===== config.mk =====
export PLATFORM = sky130hd
export DESIGN_NAME = core_boot_sequencer
export DESIGN_NICKNAME = d
export VERILOG_FILES = /design/src/rtl/core_boot_sequencer.sv
export SDC_FILE = /design/constraint.sdc
export NUM_CORES = 1
export LEC_CHECK = 0
export ABC_AREA = 1
export CAP_MARGIN = 20
export CORE_MARGIN = 1
export CORE_UTILIZATION = 58
export CTS_CLUSTER_SIZE = 28
export DETAILED_ROUTE_END_ITERATION = 6
export DONT_BUFFER_PORTS = 1
export PLACE_DENSITY = 0.74
export SLEW_MARGIN = 20
export SYNTH_ARGS = -nofsm -noshare
export SYNTH_HDL_FRONTEND = slang
export SYNTH_SLANG_ARGS = --single-unit

===== constraint.sdc =====
create_clock -name aclk -period 2.5 [get_ports aclk]
set_input_delay 0.75 -clock aclk [delete_from_list [all_inputs] [get_ports aclk]]
set_output_delay 0.75 -clock aclk [all_outputs]
set_load 0.02 [all_outputs]

===== src/rtl/core_boot_sequencer.sv =====
// Core boot sequencer: on a start edge, latch the boot address, hold the core in reset,
// release it, enable fetch, and track completion, watchdog expiry and run length.
module core_boot_sequencer #(
  parameter int                    ADDR_WIDTH        = 64,
  parameter int                    RST_HOLD_CYCLES   = 16,
  parameter int                    TIMEOUT_CYCLES    = 0,
  parameter int                    CNT_WIDTH         = 32,
  parameter logic [ADDR_WIDTH-1:0] DEFAULT_BOOT_ADDR = '0
) (
  input  logic                  aclk,
  input  logic                  areset,
  input  logic                  start_i,
  input  logic [ADDR_WIDTH-1:0] boot_addr_i,
  input  logic                  core_done_i,
  output logic                  core_rst_o,
  output logic                  core_fetch_en_o,
  output logic [ADDR_WIDTH-1:0] core_boot_addr_o,
  output logic                  busy_o,
  output logic                  done_o,
  output logic                  timeout_o,
  output logic [CNT_WIDTH-1:0]  cycle_count_o
);

  localparam int HOLD_W = $clog2(RST_HOLD_CYCLES + 1);
  localparam logic [HOLD_W-1:0]    HOLD_LAST = HOLD_W'(RST_HOLD_CYCLES - 1);
  localparam logic [CNT_WIDTH-1:0] TO_LAST   = CNT_WIDTH'(TIMEOUT_CYCLES - 1);
  localparam bit                   WDOG_EN   = (TIMEOUT_CYCLES != 0);

  typedef enum logic [2:0] {
    IDLE,
    RESET_HOLD,
    RUN,
    DONE,
    TIMEOUT
  } state_t;

  state_t            state;
  logic              start_q;
  logic [HOLD_W-1:0] hold_cnt;
  logic              launch;

  // start_q clears on reset, so a start already high right after reset is a fresh edge
  assign launch = start_i & ~start_q;

  always_ff @(posedge aclk) begin
    if (areset) begin
      state            <= IDLE;
      start_q          <= 1'b0;
      hold_cnt         <= '0;
      core_rst_o       <= 1'b1;
      core_fetch_en_o  <= 1'b0;
      core_boot_addr_o <= DEFAULT_BOOT_ADDR;
      busy_o           <= 1'b0;
      done_o           <= 1'b0;
      timeout_o        <= 1'b0;
      cycle_count_o    <= '0;
    end else begin
      start_q <= start_i;
      case (state)
        IDLE, DONE, TIMEOUT: begin
          if (launch) begin
            state            <= RESET_HOLD;
            core_boot_addr_o <= boot_addr_i;
            hold_cnt         <= '0;
            cycle_count_o    <= '0;
            done_o           <= 1'b0;
            timeout_o        <= 1'b0;
            busy_o           <= 1'b1;
            core_rst_o       <= 1'b1;
            core_fetch_en_o  <= 1'b0;
          end
        end
        RESET_HOLD: begin
          if (hold_cnt == HOLD_LAST) begin
            state      <= RUN;
            core_rst_o <= 1'b0;
          end else begin
            hold_cnt <= hold_cnt + 1'b1;
          end
        end
        RUN: begin
          if (cycle_count_o != '1) begin
            cycle_count_o <= cycle_count_o + 1'b1;
          end
          // Completion takes priority over a watchdog expiry in the same cycle
          if (core_done_i) begin
            state           <= DONE;
            done_o          <= 1'b1;
            busy_o          <= 1'b0;
            core_rst_o      <= 1'b1;
            core_fetch_en_o <= 1'b0;
          end else if (WDOG_EN && cycle_count_o == TO_LAST) begin
            state           <= TIMEOUT;
            timeout_o       <= 1'b1;
            busy_o          <= 1'b0;
            core_rst_o      <= 1'b1;
            core_fetch_en_o <= 1'b0;
          end else begin
            core_fetch_en_o <= 1'b1;
          end
        end
        default: state <= IDLE;
      endcase
    end
  end

endmodule

* After elaboration in Yosys (flattened, before gate mapping) *
Index checks and enable logic that the tools add are counted.

word-level totals
  register bits after elaboration = 109
  output and inout bits = 101
  input port bits = 68

operators by class
  $add $sub $neg = 2
  bitwise logic cells = 2
  reductions and logical operators = 12
  eq/ne operators = 11
  multiplexer cells = 20

operator list
  kind                                                              count
  32-bit 2-to-1 mux                                                 2
  32-bit one-hot mux with 2 select lines                            1
  32-bit by 1-bit adder with 32-bit output (second input constant)  1
  32-bit inequality test (second input constant)                    1
  3-bit AND reduction                                               4
  5-bit 2-to-1 mux                                                  2
  2-bit inequality test (second input constant)                     5
  5-bit one-hot mux with 2 select lines                             1
  3-bit 2-to-1 mux                                                  3
  3-bit one-hot mux with 3 select lines                             1
  3-bit by 2-bit == test with 1-bit output (second input constant)  2
  1-bit 2-to-1 mux                                                  6
  1-bit one-hot mux with 2 select lines                             3
  5-bit by 1-bit adder with 5-bit output (second input constant)    1
  5-bit by 4-bit == test with 1-bit output (second input constant)  1
  2-bit AND reduction                                               2
  4-bit AND reduction                                               1
  2-bit nonzero test                                                2
  3-bit by 1-bit == test with 1-bit output (second input constant)  1
  3-bit == test (second input constant)                             1
  3-bit logical NOT                                                 1
  1-bit one-hot mux with 3 select lines                             1
  3-bit nonzero test                                                1
  3-bit OR reduction                                                1
  2 further kinds                                                   2

* Logic depth before layout (Yosys ltp) *
  word-level depth = 4
  gate-level depth with buffers = 13
  depth with buffers taken out = 11

* Worst setup path after synthesis *
OpenSTA, ideal clock, no wires.

  path type = register to register
  start point = register cycle_count_o[0]
  end point = register cycle_count_o[25]
  data arrival time = 1.711 ns
  stages on the path, launching flop included = 12
  buffers on the path = 1
  slack = 0.678 ns
  required time = 2.389 ns
  setup time = 0.111 ns
  path through = dfxtp_1 ha_1 nand2_2 nor2_4 nand2_4 nor2_8 nand3_4 buf_2 nand3b_1 nand2_1 inv_1 nor2_1

between the ends
  longest elaborated chain between the ends = 3

ends and longest elaborated chain
  item                                                                                line    source
  start: declaration                                                                  21      output logic [CNT_WIDTH-1:0] cycle_count_o
  start signal: assignment                                                            83      cycle_count_o <= cycle_count_o + 1'b1;
  32-bit by 1-bit adder with 32-bit output or 32-bit inequality test (tied branches)  83, 82
  32-bit 2-to-1 mux or 2-bit inequality test (tied branches)                          -
  32-bit one-hot mux with 2 select lines or 3-bit AND reduction (tied branches)       -

Parallel ways exist; a longest one is shown, timed or not. The select of a mux whose other input is x is not followed.
A chain may end at the register's enable or synchronous reset.

* Worst setup path after layout *
  start point = register state[0]
  end point = register cycle_count_o[28]

between the ends
  longest elaborated chain between the ends = 4

ends and longest elaborated chain
  item                                                                          line  source
  start: declaration                                                            37    state_t state;
  start signal: assignment                                                      47    state <= IDLE;
  start signal: assignment                                                      62    state <= RESET_HOLD;
  start signal: assignment                                                      75    state <= RUN;
  3-bit by 2-bit == test with 1-bit output, or another cell as far along        59    case (state)
  3-bit OR reduction                                                            59
  2-bit inequality test (no source line) or 2-bit nonzero test (tied branches)  -
  3-bit AND reduction (no source line)                                          -

Parallel ways exist; a longest one is shown, timed or not.

==> metrics.txt <==
run status=completed; R2R Path End=cycle_count_o[28]; vias in the first global route=4670; metal2 WL=6190 um; first-pass detailed-route iteration total=5; unrepaired setup endpoints after global routing=no; WL/cell=13.8 um; top cell type by total area after synthesis=dfxtp_1; CTS sink count=108; Clock transition at path regs=0.11 ns; ANT cells=0; Final Cell Area=5550 um^2; layout cells sized above 1=0.0588; largest net degree at the start of global routing=83; Max transition margin=0.551; Yosys cell types=30; Die Ht=97.0 um; EDFF count, synth=0; synthesized area=5230 um^2; Crit-path slowest cell=nor2_1; post-synth top area share=0.413; clk buf depth=2; delay-heaviest family, CP=simple AND/OR/NAND/NOR gates; port bufs=0; R2R depth=10; Final Power=4.88 mW; Initial Utilization=0.600; Clock Power Share=0.220; Cell Area, Placed=5350 um^2; CP Capture Type=register; synth top area cells=dfxtp_1 (41%), nand2_1 (22%), a21oi_1 (7.9%); crit path capture=cycle_count_o[28]; CP Class=register to register; final worst slack=0.314 ns; Die Area=9410 um^2; Critical Path Source=state[0]; fmax=457 MHz; DRC viols=0; Inserted Clock Buffers=9; Seq pwr share=0.485; Syn Nets=895; r2r setup slk=0.31 ns; total track usage=0.270; Final HPWL DP=9040 um; metal3 WL=1090 um; clock skew=0.0169 ns; slowest stage delay, CP=0.53 ns; path category of the worst min-delay check=input port to register; remaining antenna violation count=0; # fillers=798; Die X=97.0 um; Final Hold Viols=0; Synth Area per Inst=6.37 um^2; cts repair resizes=0; Top FF cell, synth=dfxtp_1; Syn Inst Count=821; gpl congestion=0.883; Startpoint Class=register; GR Overflow Total=0; WP data arrival=2.47 ns; Int Pwr=2.82 mW; worst-path maximum fanout=12; switching share of power=0.422; Period Utilization, post-route=0.874; vias per cell=5.34; WP depth=10; PwrDens=879 nW/um^2; TritonCTS clock tree=yes; Lkg Pwr=2.28 nW; Least-Margin Pin Slew=0.671 ns; Layout Cells excl Fill=925; FFs w/ async S/R, synth=0; Seq cells post-synth=108; drt total wl=12700 um; Layout Area Growth over Synthesis=6.02%; data required time of the worst path=2.78 ns; Switch Pwr=2.06 mW; # rows=34; hold buffers post-CTS=0; initial antenna violation count=0; Reg2Reg Launch Point=state[0]; htree depth=3; Syn. warnings=0; Nets=886; first-pass GRT wire length=21100 um; worst-path cell chain=inv_1 > ha_1 > nand3_2 > o21ai_2 > inv_1 > nor2_1 > buf_4 > nand2_1 > nand2_1 > nor2_1; Core Footprint=8720 um^2; Clock Latency Late Sink=0.38 ns; num ports=169; wire length on met1=5160 um; worst vdd rail ir drop=0.000617 V; max-slew violation count=0; Starting DRT DRC Count=173; root buffer cell=clkbuf_8; DP Worst Slack=0.381 ns; Seq/Total Area, Yosys=0.413; fin crit period=2.19 ns; Max Cap Viol=0; Setup Buffers After CTS=0; Inst Count DP=909; CP bufs+invs=3; top routing layer used=met4; setup TNS=0 ns; Logic pwr share=0.295; Vias=4941; Final Setup Violations=0
[cell type report]
class	count	area (um^2)	share of cell area
Clock inverter	6	62.6	0.0113
Multi-Input combinational cell	582	2560	0.462
Tap cell	108	135	0.0244
Clock buffer	10	138	0.0248
Sequential cell	108	2160	0.390
Timing Repair Buffer	16	133	0.0239
Inverter	95	357	0.0643
[Yosys cell counts (2+ instances only)]
cell type / instances
nor3_1: 3
nand2_2: 3
buf_1: 3
o21ai_0: 15
nand4_1: 14
dfxtp_1: 108
buf_4: 3
ha_1: 6
clkbuf_1: 23
nor2_4: 2
nand3_1: 42
nand2_1: 303
inv_1: 93
a21oi_1: 83
nand2_4: 2
inv_2: 2
nor3b_1: 2
nor2_1: 97
buf_2: 6
[per-stage QoR]
| step | hold WS [ns] | utilization |
|---|---|---|
| after CTS | 0.409 | 0.636 |
| after floorplan | 0.435 | - |
| after detailed placement | 0.456 | 0.613 |
| after global placement | 0.443 | 0.613 |
| final | 0.427 | 0.636 |
| after global routing | 0.400 | 0.636 |
[worst min-delay path by stage]
stage	depth (start not counted)	start	endpoint	slack [ns]
finish	1	areset	core_boot_addr_o[6]	0.43
global route	1	areset	core_boot_addr_o[61]	0.40
CTS	1	areset	core_boot_addr_o[8]	0.41
detailed placement	2	hold_cnt[4]	hold_cnt[4]	0.46
global placement	2	hold_cnt[4]	hold_cnt[4]	0.44
floorplan	2	hold_cnt[4]	hold_cnt[4]	0.44
[registers in the layout, indices dropped and copies added, names as in the netlist]
register          flops
state                 2
start_q               1
hold_cnt              5
cycle_count_o        32
core_fetch_en_o       1
done_o                1
core_boot_addr_o     64
core_rst_o            1
busy_o                1
[power by group through the flow]
stage                     Sequential, mW  Combinational, mW  Clock (mW)
after floorplan                     2.38               1.13           0
after global placement              2.40               1.39           0
after detailed placement            2.41               1.43           0
after CTS                           2.37               1.43        1.10
after global routing                2.40               1.63        1.16
final                               2.37               1.44        1.07
[metal layers]
layer | track usage | vias to the layer above
met5 | 0 | -
met4 | 0.116 | 0
met3 | 0.0723 | 30
met2 | 0.469 | 198
met1 | 0.312 | 2193
li1 | - | 2520
[logic make-up (layout without fill, tap and decap cells)]
kind of cell / count (synthesis) / count (layout) / synth area share
AO/OA/AOI/OAI: 101 / 101 / 0.0985
XOR/XNOR: 1 / 1 / 0.00167
adder cells (fa/ha/maj): 6 / 6 / 0.0143
buffers and inverters: 131 / 127 / 0.0990
flip-flops: 108 / 108 / 0.413
other: 1 / 1 / 0.000717
AND/OR/NAND/NOR: 473 / 473 / 0.373
[placed cells by master, fill, tap and decap left out]
| cell type | count |
|---|---|
| clkbuf_8 | 10 |
| nand2_1 | 303 |
| o21ai_2 | 1 |
| nor3_1 | 3 |
| nand2_4 | 2 |
| inv_6 | 2 |
| xor2_1 | 1 |
| nand3_1 | 41 |
| o21ai_0 | 14 |
| inv_1 | 93 |
| clkinv_4 | 2 |
| clkinv_8 | 1 |
| a21oi_1 | 83 |
| nand4_1 | 14 |
| inv_8 | 1 |
| conb_1 | 1 |
| a31oi_1 | 1 |
| ha_1 | 6 |
| nor2_1 | 97 |
| nor2_8 | 1 |
| a21oi_2 | 1 |
| inv_2 | 2 |
| nor3b_1 | 2 |
| buf_4 | 15 |
| nor2_4 | 2 |
| buf_12 | 1 |
| dfxtp_1 | 108 |
| nor2_2 | 1 |
| nand2_2 | 3 |
| o211a_1 | 1 |
| or2_2 | 1 |
| nand3_4 | 1 |
| nand3_2 | 1 |
| nand3b_1 | 1 |
Power figures use the tool's default switching activity.
==> variant: new RTL, config.mk and constraints unchanged <==
Put one more register stage on the output `cycle_count_o`, with the module's reset. The value now appears one clock later. The other outputs are not delayed to match.
--- a/src/rtl/core_boot_sequencer.sv
+++ b/src/rtl/core_boot_sequencer.sv
@@ -34,6 +34,8 @@
     TIMEOUT
   } state_t;
 
+  logic [CNT_WIDTH-1:0] cycle_count_s0;
+
   state_t            state;
   logic              start_q;
   logic [HOLD_W-1:0] hold_cnt;
@@ -53,7 +55,7 @@
       busy_o           <= 1'b0;
       done_o           <= 1'b0;
       timeout_o        <= 1'b0;
-      cycle_count_o    <= '0;
+      cycle_count_s0   <= '0;
     end else begin
       start_q <= start_i;
       case (state)
@@ -62,7 +64,7 @@
             state            <= RESET_HOLD;
             core_boot_addr_o <= boot_addr_i;
             hold_cnt         <= '0;
-            cycle_count_o    <= '0;
+            cycle_count_s0   <= '0;
             done_o           <= 1'b0;
             timeout_o        <= 1'b0;
             busy_o           <= 1'b1;
@@ -79,8 +81,8 @@
           end
         end
         RUN: begin
-          if (cycle_count_o != '1) begin
-            cycle_count_o <= cycle_count_o + 1'b1;
+          if (cycle_count_s0 != '1) begin
+            cycle_count_s0 <= cycle_count_s0 + 1'b1;
           end
           // Completion takes priority over a watchdog expiry in the same cycle
           if (core_done_i) begin
@@ -89,7 +91,7 @@
             busy_o          <= 1'b0;
             core_rst_o      <= 1'b1;
             core_fetch_en_o <= 1'b0;
-          end else if (WDOG_EN && cycle_count_o == TO_LAST) begin
+          end else if (WDOG_EN && cycle_count_s0 == TO_LAST) begin
             state           <= TIMEOUT;
             timeout_o       <= 1'b1;
             busy_o          <= 1'b0;
@@ -104,4 +106,12 @@
     end
   end
 
+  always_ff @(posedge aclk) begin
+    if (areset) begin
+      cycle_count_o <= '0;
+    end else begin
+      cycle_count_o <= cycle_count_s0;
+    end
+  end
+
 endmodule
Function: no difference found for any inputs over 10 cycles, from zero or initial values and one cycle with areset high; that may be too few to reach the edited logic, so the function may still have changed.
==> variant against the unedited design <==
Synthesized area increased by 15%. Die area up 15%. Routed wire length is 10% higher. Via count up 8.0%. Cell area is 19% higher. Sequential cell count up 32. Setup slack better by 0.078 ns. Power increased by 34%. Critical endpoint is now core_boot_addr_o[4]. Largest cell class is now registers. Highest routed layer unchanged.
==> variant: results (changes against the unedited design) <==
[grt]
antenna_found_initial=0  ; unchanged
gr-usage-met3_pct=8.874  ; +1.6 points
grt_pass1_wl_mm=23.25  ; +10%
grt_pass1_vias=5070  ; +8.6%
track_usage_pct=27.10  ; +0.081 points
met2_usage_pct=45.95  ; -0.91 points
grt_util_met1_pct=30.13  ; -1.1 points
grt_max_degree=115  ; +39%

[clock_network]
cts_resized=0  ; unchanged
numCtsBuffers=17  ; +8
cts_max_level=4  ; +1
path_clk_slew_ns=0.06  ; -0.05 ns
clockBufferDepth=2  ; unchanged
clock_latency_ns=0.54  ; +0.16 ns
root_buffer=clkbuf_8

[worst_setup_path]
arrival_ns=2.57  ; +0.10 ns
path_max_fanout=64  ; +52
startpoint=state[0]
end_kind=flip-flop
rr_endpoint=core_boot_addr_o[4]
worst_r2r_path_depth=6  ; -4

[synth]
yosysWarnings=0  ; unchanged
ys_async_sr_fraction_pct=0  ; unchanged
yosysUniqueCellTypes=30  ; unchanged
synth_nets=965  ; +7.8%
synth_common_cells=306 x nand2_1, 140 x dfxtp_1, 126 x nor2_1, 90 x inv_1, 82 x a21oi_1
synth-xor-area-share_pct=0  ; -0.17 points
synth_fa_ha_area_share_pct=1.249  ; -0.19 points
synth_mux_area_share_pct=0  ; unchanged
ys.flop_type=dfxtp_1
synthTopCellsByArea=dfxtp_1 47%, nand2_1 19%, nor2_1 7.9%
yosysSeqAreaShare_pct=46.62  ; +5.3 points
synth_compound_area_share_pct=8.699  ; -1.2 points

[placement]
gp_congestion=0.9544  ; +8.1%
dpl-instance-area_sq_mm=0.006056  ; +13%
port_buffers=0  ; unchanged
dp_slack_ns=0.3911  ; +0.009890 ns
dpl.hpwl_mm=9.836  ; +8.8%

[min_path]
hold_depth=1  ; unchanged
holdCritPathClass=primary input to flip-flop

[finish]
top_regs=core_boot_addr_o (64), cycle_count_o (32), cycle_count_s0 (32)
num_antenna_cells=0  ; unchanged
final_nets=950  ; +7.2%
drive_gt1_share_pct=5.198  ; -0.68 points

[sta]
finalCritPeriodShare_pct=84.33  ; -3.1 points
skew_ns=0.008307  ; -0.008635 ns
worstMarginPinSlew_ns=0.9790  ; +0.3077 ns

[outcome]
outcome=finished clean

[route]
dr.pass1.iters=4  ; -1
first_iter_violations=258  ; +49%
routed_via_density=5.242  ; -1.9%
wl_per_cell_um=13.81  ; +0.29%

[power_and_ir_drop]
p_leak_nw=2.706  ; +19%
ir_drop_mv=0.6207  ; +0.58%

-- variant: layout make-up --
type                            count  area (sq um)
Tap cell                          133         166.4
Sequential cell                   140          2803
Multi-Input combinational cell    613          2674
Fill cell                         876          3322
Inverter                           98         367.9
Clock inverter                      8         96.34
Clock buffer                       20         435.4
Timing Repair Buffer                6         45.04
-- variant: worst max-delay path: stages (launching register included) --
cell and delay, ns:
dfxtp_1 0.37, inv_1 0.06, ha_1 0.37, nand3_2 0.15, inv_2 0.73, nand2_1 0.13
a21oi_1 0.18
-- variant: power breakdown --
group	switching [mW]	internal, mW
clock network	0.885	1.42
registers	0.419	2.48
logic	0.945	0.402
total	2.25	4.30
-- variant: metal layers --
| metal | vias up | share of wire, % |
|---|---|---|
| li1 | 2712 | - |
| met1 | 2371 | 39 |
| met2 | 217 | 49 |
| met3 | 36 | 8.8 |
| met4 | 0 | 2.6 |
| met5 | - | 0 |
-- variant: cells by family (layout without fill, tap and decap cells) --
| family | after synthesis | count (layout) |
|---|---|---|
| DFF | 140 | 140 |
| AOI/OAI and AO/OA | 102 | 102 |
| buffers and inverters | 138 | 132 |
| adders and majority gates | 6 | 6 |
| other | 1 | 1 |
| and+or+nand+nor | 504 | 504 |
-- variant: metrics by stage --
step / power [mW] / cells / hold slack, ns / util, %
floorplan: 4.015 / 891 / 0.4356 / -
detailed placement: 4.297 / 990 / 0.4562 / 61.11
finish: 6.547 / 1018 / 0.2779 / 66.48
global route: 6.923 / 1018 / 0.2512 / 66.48
CTS: 6.595 / 1018 / 0.2565 / 66.48
global placement: 4.235 / 990 / 0.4462 / 61.11
